### src/rtl/mirfak_fetch_unit.sv
// Instruction fetch unit: Wishbone fetch engine, prefetch FIFO and the IF/ID pipeline register.
// Redirects flush everything in flight; bus errors and misaligned targets park the engine until redirected.
module mirfak_fetch_unit #(
    parameter logic [31:0] RESET_ADDR = 32'h8000_0000,
    parameter int          FIFO_DEPTH = 4
) (
    input  logic        clk_i,
    input  logic        rst_ni,
    input  logic [31:0] pc_bj_i,
    input  logic [31:0] pc_except_i,
    input  logic [31:0] pc_xret_i,
    input  logic        pc_bj_sel_i,
    input  logic        pc_except_sel_i,
    input  logic        pc_xret_sel_i,
    output logic [31:0] id_pc_o,
    output logic [31:0] id_pc4_o,
    output logic [31:0] id_instruction_o,
    output logic        id_if_exception_o,
    output logic [3:0]  id_if_xcause_o,
    output logic        id_bubble_o,
    output logic [31:0] iwbm_addr_o,
    output logic [31:0] iwbm_dat_o,
    output logic [3:0]  iwbm_sel_o,
    output logic        iwbm_cyc_o,
    output logic        iwbm_stb_o,
    output logic        iwbm_we_o,
    input  logic [31:0] iwbm_dat_i,
    input  logic        iwbm_ack_i,
    input  logic        iwbm_err_i,
    input  logic        ifid_enable_i,
    input  logic        ifid_clear_i,
    output logic        if_ready_o
);

    localparam int PTR_W = $clog2(FIFO_DEPTH);
    localparam int CNT_W = PTR_W + 1;

    localparam logic [CNT_W-1:0] CNT_ZERO = CNT_W'(0);
    localparam logic [CNT_W-1:0] CNT_ONE  = CNT_W'(1);
    localparam logic [CNT_W-1:0] CNT_FULL = CNT_W'(FIFO_DEPTH);
    localparam logic [PTR_W-1:0] PTR_ZERO = PTR_W'(0);
    localparam logic [PTR_W-1:0] PTR_ONE  = PTR_W'(1);
    localparam logic [31:0]      NOP      = 32'h0000_0013;

    localparam logic [2:0] ST_IDLE    = 3'd0;
    localparam logic [2:0] ST_FETCH   = 3'd1;
    localparam logic [2:0] ST_WAIT    = 3'd2;
    localparam logic [2:0] ST_RESTART = 3'd3;
    localparam logic [2:0] ST_HALT    = 3'd4;

    logic [2:0]       state_r, state_s;
    logic [31:0]      fpc_r, fpc_s;
    logic             cyc_r, cyc_s;
    logic [CNT_W-1:0] cnt_r, cnt_s;
    logic [PTR_W-1:0] wptr_r, rptr_r;

    logic             redirect_s;
    logic [31:0]      target_s;
    logic             push_s, pop_s;
    logic [31:0]      push_ins_s;
    logic             push_err_s, push_mis_s;
    logic [CNT_W-1:0] cnt_after_ack_s;

    logic [31:0]      pc_mem_r  [FIFO_DEPTH];
    logic [31:0]      ins_mem_r [FIFO_DEPTH];
    logic             err_mem_r [FIFO_DEPTH];
    logic             mis_mem_r [FIFO_DEPTH];

    logic [31:0]      id_pc_r, id_pc4_r, id_ins_r;
    logic             id_exc_r, id_bubble_r;
    logic [3:0]       id_xcause_r;

    // Redirect request and target selection, exception first.
    always_comb begin
        redirect_s = pc_except_sel_i | pc_xret_sel_i | pc_bj_sel_i;
        if (pc_except_sel_i) begin
            target_s = pc_except_i;
        end else if (pc_xret_sel_i) begin
            target_s = pc_xret_i;
        end else if (pc_bj_sel_i) begin
            target_s = pc_bj_i;
        end else begin
            target_s = fpc_r;
        end
    end

    // Head consumption by ID; never while ID is being flushed.
    always_comb begin
        pop_s = ifid_enable_i & ~ifid_clear_i & ~redirect_s & (cnt_r != CNT_ZERO);
        if (pop_s) begin
            cnt_after_ack_s = cnt_r;
        end else begin
            cnt_after_ack_s = cnt_r + CNT_ONE;
        end
    end

    // Fetch sequencing: next state, next fetch pointer and what (if anything) enters the FIFO.
    always_comb begin
        state_s    = state_r;
        fpc_s      = fpc_r;
        push_s     = 1'b0;
        push_ins_s = NOP;
        push_err_s = 1'b0;
        push_mis_s = 1'b0;
        if (redirect_s) begin
            state_s = ST_RESTART;
            fpc_s   = target_s;
        end else begin
            case (state_r)
                ST_IDLE: begin
                    state_s = ST_FETCH;
                end
                ST_FETCH: begin
                    if (fpc_r[1:0] != 2'b00) begin
                        push_s     = 1'b1;
                        push_mis_s = 1'b1;
                        state_s    = ST_HALT;
                    end else if (cyc_r && iwbm_err_i) begin
                        push_s     = 1'b1;
                        push_err_s = 1'b1;
                        state_s    = ST_HALT;
                    end else if (cyc_r && iwbm_ack_i) begin
                        push_s     = 1'b1;
                        push_ins_s = iwbm_dat_i;
                        fpc_s      = fpc_r + 32'd4;
                        if (cnt_after_ack_s == CNT_FULL) begin
                            state_s = ST_WAIT;
                        end else begin
                            state_s = ST_FETCH;
                        end
                    end else begin
                        state_s = ST_FETCH;
                    end
                end
                ST_WAIT: begin
                    if (cnt_r < CNT_FULL) begin
                        state_s = ST_FETCH;
                    end else begin
                        state_s = ST_WAIT;
                    end
                end
                ST_RESTART: begin
                    state_s = ST_FETCH;
                end
                ST_HALT: begin
                    state_s = ST_HALT;
                end
                default: begin
                    state_s = ST_IDLE;
                end
            endcase
        end
    end

    // Occupancy update and the registered bus request for the coming cycle.
    always_comb begin
        if (redirect_s) begin
            cnt_s = CNT_ZERO;
        end else if (push_s && !pop_s) begin
            cnt_s = cnt_r + CNT_ONE;
        end else if (!push_s && pop_s) begin
            cnt_s = cnt_r - CNT_ONE;
        end else begin
            cnt_s = cnt_r;
        end
        cyc_s = (state_s == ST_FETCH) && (fpc_s[1:0] == 2'b00);
    end

    // Control state; reset drops the bus request immediately.
    always_ff @(posedge clk_i or negedge rst_ni) begin
        if (!rst_ni) begin
            state_r <= ST_IDLE;
            fpc_r   <= RESET_ADDR;
            cyc_r   <= 1'b0;
            cnt_r   <= CNT_ZERO;
            wptr_r  <= PTR_ZERO;
            rptr_r  <= PTR_ZERO;
        end else begin
            state_r <= state_s;
            fpc_r   <= fpc_s;
            cyc_r   <= cyc_s;
            cnt_r   <= cnt_s;
            if (redirect_s) begin
                wptr_r <= PTR_ZERO;
                rptr_r <= PTR_ZERO;
            end else begin
                if (push_s) begin
                    wptr_r <= wptr_r + PTR_ONE;
                end
                if (pop_s) begin
                    rptr_r <= rptr_r + PTR_ONE;
                end
            end
        end
    end

    // Entry storage; contents are only ever read under a non-zero count, so no reset is needed.
    always_ff @(posedge clk_i) begin
        if (push_s) begin
            pc_mem_r[wptr_r]  <= fpc_r;
            ins_mem_r[wptr_r] <= push_ins_s;
            err_mem_r[wptr_r] <= push_err_s;
            mis_mem_r[wptr_r] <= push_mis_s;
        end
    end

    // IF/ID pipeline register: flush, load the FIFO head, or insert a bubble when starved.
    always_ff @(posedge clk_i or negedge rst_ni) begin
        if (!rst_ni) begin
            id_pc_r     <= 32'h0000_0000;
            id_pc4_r    <= 32'h0000_0000;
            id_ins_r    <= NOP;
            id_exc_r    <= 1'b0;
            id_xcause_r <= 4'h0;
            id_bubble_r <= 1'b1;
        end else if (ifid_clear_i || redirect_s || (ifid_enable_i && (cnt_r == CNT_ZERO))) begin
            id_pc_r     <= 32'h0000_0000;
            id_pc4_r    <= 32'h0000_0000;
            id_ins_r    <= NOP;
            id_exc_r    <= 1'b0;
            id_xcause_r <= 4'h0;
            id_bubble_r <= 1'b1;
        end else if (pop_s) begin
            id_pc_r     <= pc_mem_r[rptr_r];
            id_pc4_r    <= pc_mem_r[rptr_r] + 32'd4;
            id_ins_r    <= ins_mem_r[rptr_r];
            id_exc_r    <= err_mem_r[rptr_r] | mis_mem_r[rptr_r];
            id_xcause_r <= err_mem_r[rptr_r] ? 4'h1 : 4'h0;
            id_bubble_r <= 1'b0;
        end
    end

    assign id_pc_o           = id_pc_r;
    assign id_pc4_o          = id_pc4_r;
    assign id_instruction_o  = id_ins_r;
    assign id_if_exception_o = id_exc_r;
    assign id_if_xcause_o    = id_xcause_r;
    assign id_bubble_o       = id_bubble_r;

    assign iwbm_addr_o = fpc_r;
    assign iwbm_dat_o  = 32'h0000_0000;
    assign iwbm_sel_o  = 4'hF;
    assign iwbm_we_o   = 1'b0;
    assign iwbm_cyc_o  = cyc_r;
    assign iwbm_stb_o  = cyc_r;
    assign if_ready_o  = (cnt_r != CNT_ZERO);

endmodule

### config.mk
export PLATFORM = sky130hd
export DESIGN_NAME = mirfak_fetch_unit
export DESIGN_NICKNAME = d
export VERILOG_FILES = /design/src/rtl/mirfak_fetch_unit.sv
export SDC_FILE = /design/constraint.sdc
export NUM_CORES = 1
export LEC_CHECK = 0
export CAP_MARGIN = 20
export CORE_MARGIN = 1.5
export CORE_UTILIZATION = 53
export DETAILED_ROUTE_END_ITERATION = 8
export PLACE_DENSITY_LB_ADDON = 0.15
export SLEW_MARGIN = 20
export SYNTH_ARGS = -nofsm -noshare
export SYNTH_HDL_FRONTEND = slang
export SYNTH_SLANG_ARGS = --single-unit
### constraint.sdc
create_clock -name clk_i -period 5 [get_ports clk_i]
set_input_delay 0.75 -clock clk_i [delete_from_list [all_inputs] [get_ports clk_i]]
set_output_delay 0.75 -clock clk_i [all_outputs]
set_load 0.05 [all_outputs]
==> impl_results.md <==
* Worst slew pin tran at 1031 ps
* Clk sinks at 404
* Met1 WL at 16,840 microns
* R2R Path End: id_pc4_o[29]
* CP required at 5400 ps
* DR WL met2 at 19,860 microns
* Post-place instance area at 20,070 sq um
* Worst r2r path cells at 6
* Worst hold path class: primary input to asynchronous set/reset pin
* Vias at 10,930
* Worst skew pair latency at 530 ps
* Post-CTS Setup Inserts at 0
* Max-cap violations at 0
* Max Fclk at 0.2862 GHz
* Row count at 65
* Leakage at 0.007970 uW
* Average cell area after synthesis at 14.98 sq um
* Routed WL at 39,970 microns
* Post-route clock period utilization at 69.89%
* GRT overflow at 0
* DR top layer: met4
* Post-synthesis sequential area ratio at 66.84%
* R2r startpoint: rptr_r[1]
* DRC violations left at 0
* Synth Warn # at 0
* RSZ-0062 raised after global routing: false
* Final ANT Viol Nets at 0
* Synth Cell Area at 17,110 sq um
* Die W at 182.7 microns
* 1st-pass router iterations at 5
* GP Congestion at 0.8630
* Mapped Cells at 1,142
* DIE HEIGHT at 182.7 microns
* Final count of pins violating max slew at 0
* Min cycle time layout at 3494 ps
* Async SR Flop Fraction at 34.65%
* Fin Setup TNS at 0 ps
* Io pins at 311
* Layout cell share with drive strength beyond 1 at 12.22%
* Largest net degree at the start of global routing at 105
* Synth Register Bits at 404
* CTS tree: yes
* Total power at 7353 uW
* Library cells used by synthesis at 64
* Final setup vio count at 0
* CP startpoint: pc_xret_sel_i
* DR WL met3 at 2309 microns
* Number of flops mapped to enable cells by yosys at 264
* Slew headroom at 31.28%
* Clock skew at 11.47 ps
* Design area at 21,500 sq um
* Nets at 1,545
* Crit Path Max Fanout at 24
* Hold Vio Cnt, Final at 0
* First-pass GRT wire length at 61,890 microns
* H-tree depth at 2
* Inserted Clock Buffers at 41
* CTS resizes at 0
* DR iter-0 viols at 777
* Critical path startpoint category: primary input
* Top_reg_cell synth: edfxtp_1
* Status: completed
* VDD IR max at 0.1919 mV
* Initial Util at 54.09%
* Clk slew on worst S/H paths at 60 ps
* Routed vias/inst at 5.956
* Post-CTS Hold Buffers at 0
* Area Overhead vs Synth at 25.64%
* DP HPWL at 26,420 microns
* Initial antenna violation count at 0
* CORE AREA at 31,640 sq um
* Overall Global Routing Usage at 24.29%
* Root buf cell: clkbuf_16
* WL/cell at 21.78 microns
* Clock buffer depth at 3
* R2R Setup Slk at 2000 ps
* Input/output buffers at 270
* CP Class: primary input to flip-flop
* Die Area at 33,370 sq um
* Critical Path AT at 3900 ps
* Min Hold Slack at 92.79 ps
* Crit. End Element: flip-flop
* Power Dens Cells at 342.0 nW/um^2
* Vias in the first global route at 10,880
[cell usage after synthesis, drive strengths merged, types with 9 or more instances]
cell type / number / area share, %
dfrtp: 135 / 20
a22oi: 16 / 0.70
o21ai: 66 / 1.9
nor3: 11 / 0.35
a22o: 69 / 3.5
nand3: 21 / 0.61
inv: 12 / 0.26
nand4: 18 / 0.69
nor2: 33 / 0.78
clkbuf: 47 / 1.0
xnor2: 16 / 0.82
ha: 9 / 0.66
nand2: 86 / 1.9
o22a: 10 / 0.51
buf: 66 / 2.7
a21oi: 30 / 0.88
xor2: 27 / 1.4
edfxtp: 264 / 46
o22ai: 14 / 0.51
and3: 45 / 1.6
mux4: 66 / 8.7
[worst max-delay path by stage]
stage / endpoint / slack, ps / cells past startpoint
3_5_place_dp: cnt_r[2] / 1020 / 7
6_report: cnt_r[2] / 1510 / 7
5_1_grt: cnt_r[2] / 1280 / 7
3_3_place_gp: cnt_r[2] / 1160 / 7
2_1_floorplan: err_mem_r[0] / 1300 / 4
4_1_cts: cnt_r[2] / 1540 / 7
[routing by layer]
layer / vias up / GRT usage, %
met5: - / 0
li1: 4878 / -
met2: 406 / 41.53
met4: 0 / 7.537
met3: 70 / 3.772
met1: 5575 / 32.25
[worst max-delay path, stage by stage]
cell	delay, ps
clkdlybuf4s50_1	820
nor3_2	800
nand4b_1	680
and3_1	440
a21oi_1	120
o22ai_1	90
a22o_1	190
[kinds of logic (layout without fill, tap and decap cells)]
logic type / Yosys count / in the layout / share of synthesized area (%)
muxes: 66 / 66 / 8.687
xor gates and xnor gates: 43 / 43 / 2.201
buffers and inverters: 125 / 377 / 4.022
and+or+nand+nor: 248 / 248 / 7.568
other: 2 / 41 / 0.04389
DFF: 404 / 404 / 66.84
AOI/OAI and AO/OA: 245 / 245 / 9.981
adders and majority gates: 9 / 9 / 0.6581
[registers in the layout (all words and copies together) (netlist names), 2 cells and up]
| signal | flops |
|---|---|
| err_mem_r | 4 |
| ins_mem_r | 128 |
| id_pc_o | 32 |
| pc_mem_r | 128 |
| mis_mem_r | 4 |
| rptr_r | 2 |
| id_instruction_o | 32 |
| iwbm_addr_o | 32 |
| wptr_r | 2 |
| cnt_r | 3 |
| state_r | 3 |
| id_pc4_o | 30 |
[power by group]
group	switching (uW)	internal (uW)	total, uW
Sequential	87.4	3600	3690
Clock	1220	1910	3130
Combinational	326	209	534
[layout by cell type (no fill, tap or decap), types with 6 or more instances in the layout]
cell / count
a21oi_1: 30
a22o_1: 69
a22oi_1: 16
a31oi_1: 8
and2_1: 8
and3_1: 41
and4_1: 6
buf_4: 13
clkbuf_1: 12
clkbuf_16: 43
clkbuf_8: 8
clkdlybuf4s50_1: 269
conb_1: 40
dfrtp_1: 133
edfxtp_1: 264
ha_1: 9
inv_1: 12
mux4_2: 66
nand2_1: 86
nand3_1: 21
nand4_1: 17
nor2_1: 31
nor3_1: 8
o21ai_0: 50
o21ai_1: 16
o22a_1: 10
o22ai_1: 14
xnor2_1: 16
xor2_1: 27
[per-stage QoR]
stage | worst slack (ps) | util [%] | std cells
after detailed placement | 1022 | 63.43 | 1757
after global placement | 1155 | 63.43 | 1757
after CTS | 1539 | 67.85 | 1833
after global routing | 1283 | 67.95 | 1834
final | 1506 | 67.96 | 1835
after floorplan | 1304 | - | 1180
[cell type report]
class | instances | area, sq um
diodes | 1 | 2.502
flip-flops and latches | 404 | 11440
clock buffers | 63 | 1231
fillers | 2188 | 10140
repair buffers | 289 | 2929
multi-input cells | 651 | 5174
inverters | 12 | 45.04
clock inverters | 13 | 170.2
well taps | 402 | 503.0
Note: power is estimated with default switching activity, not from simulation.
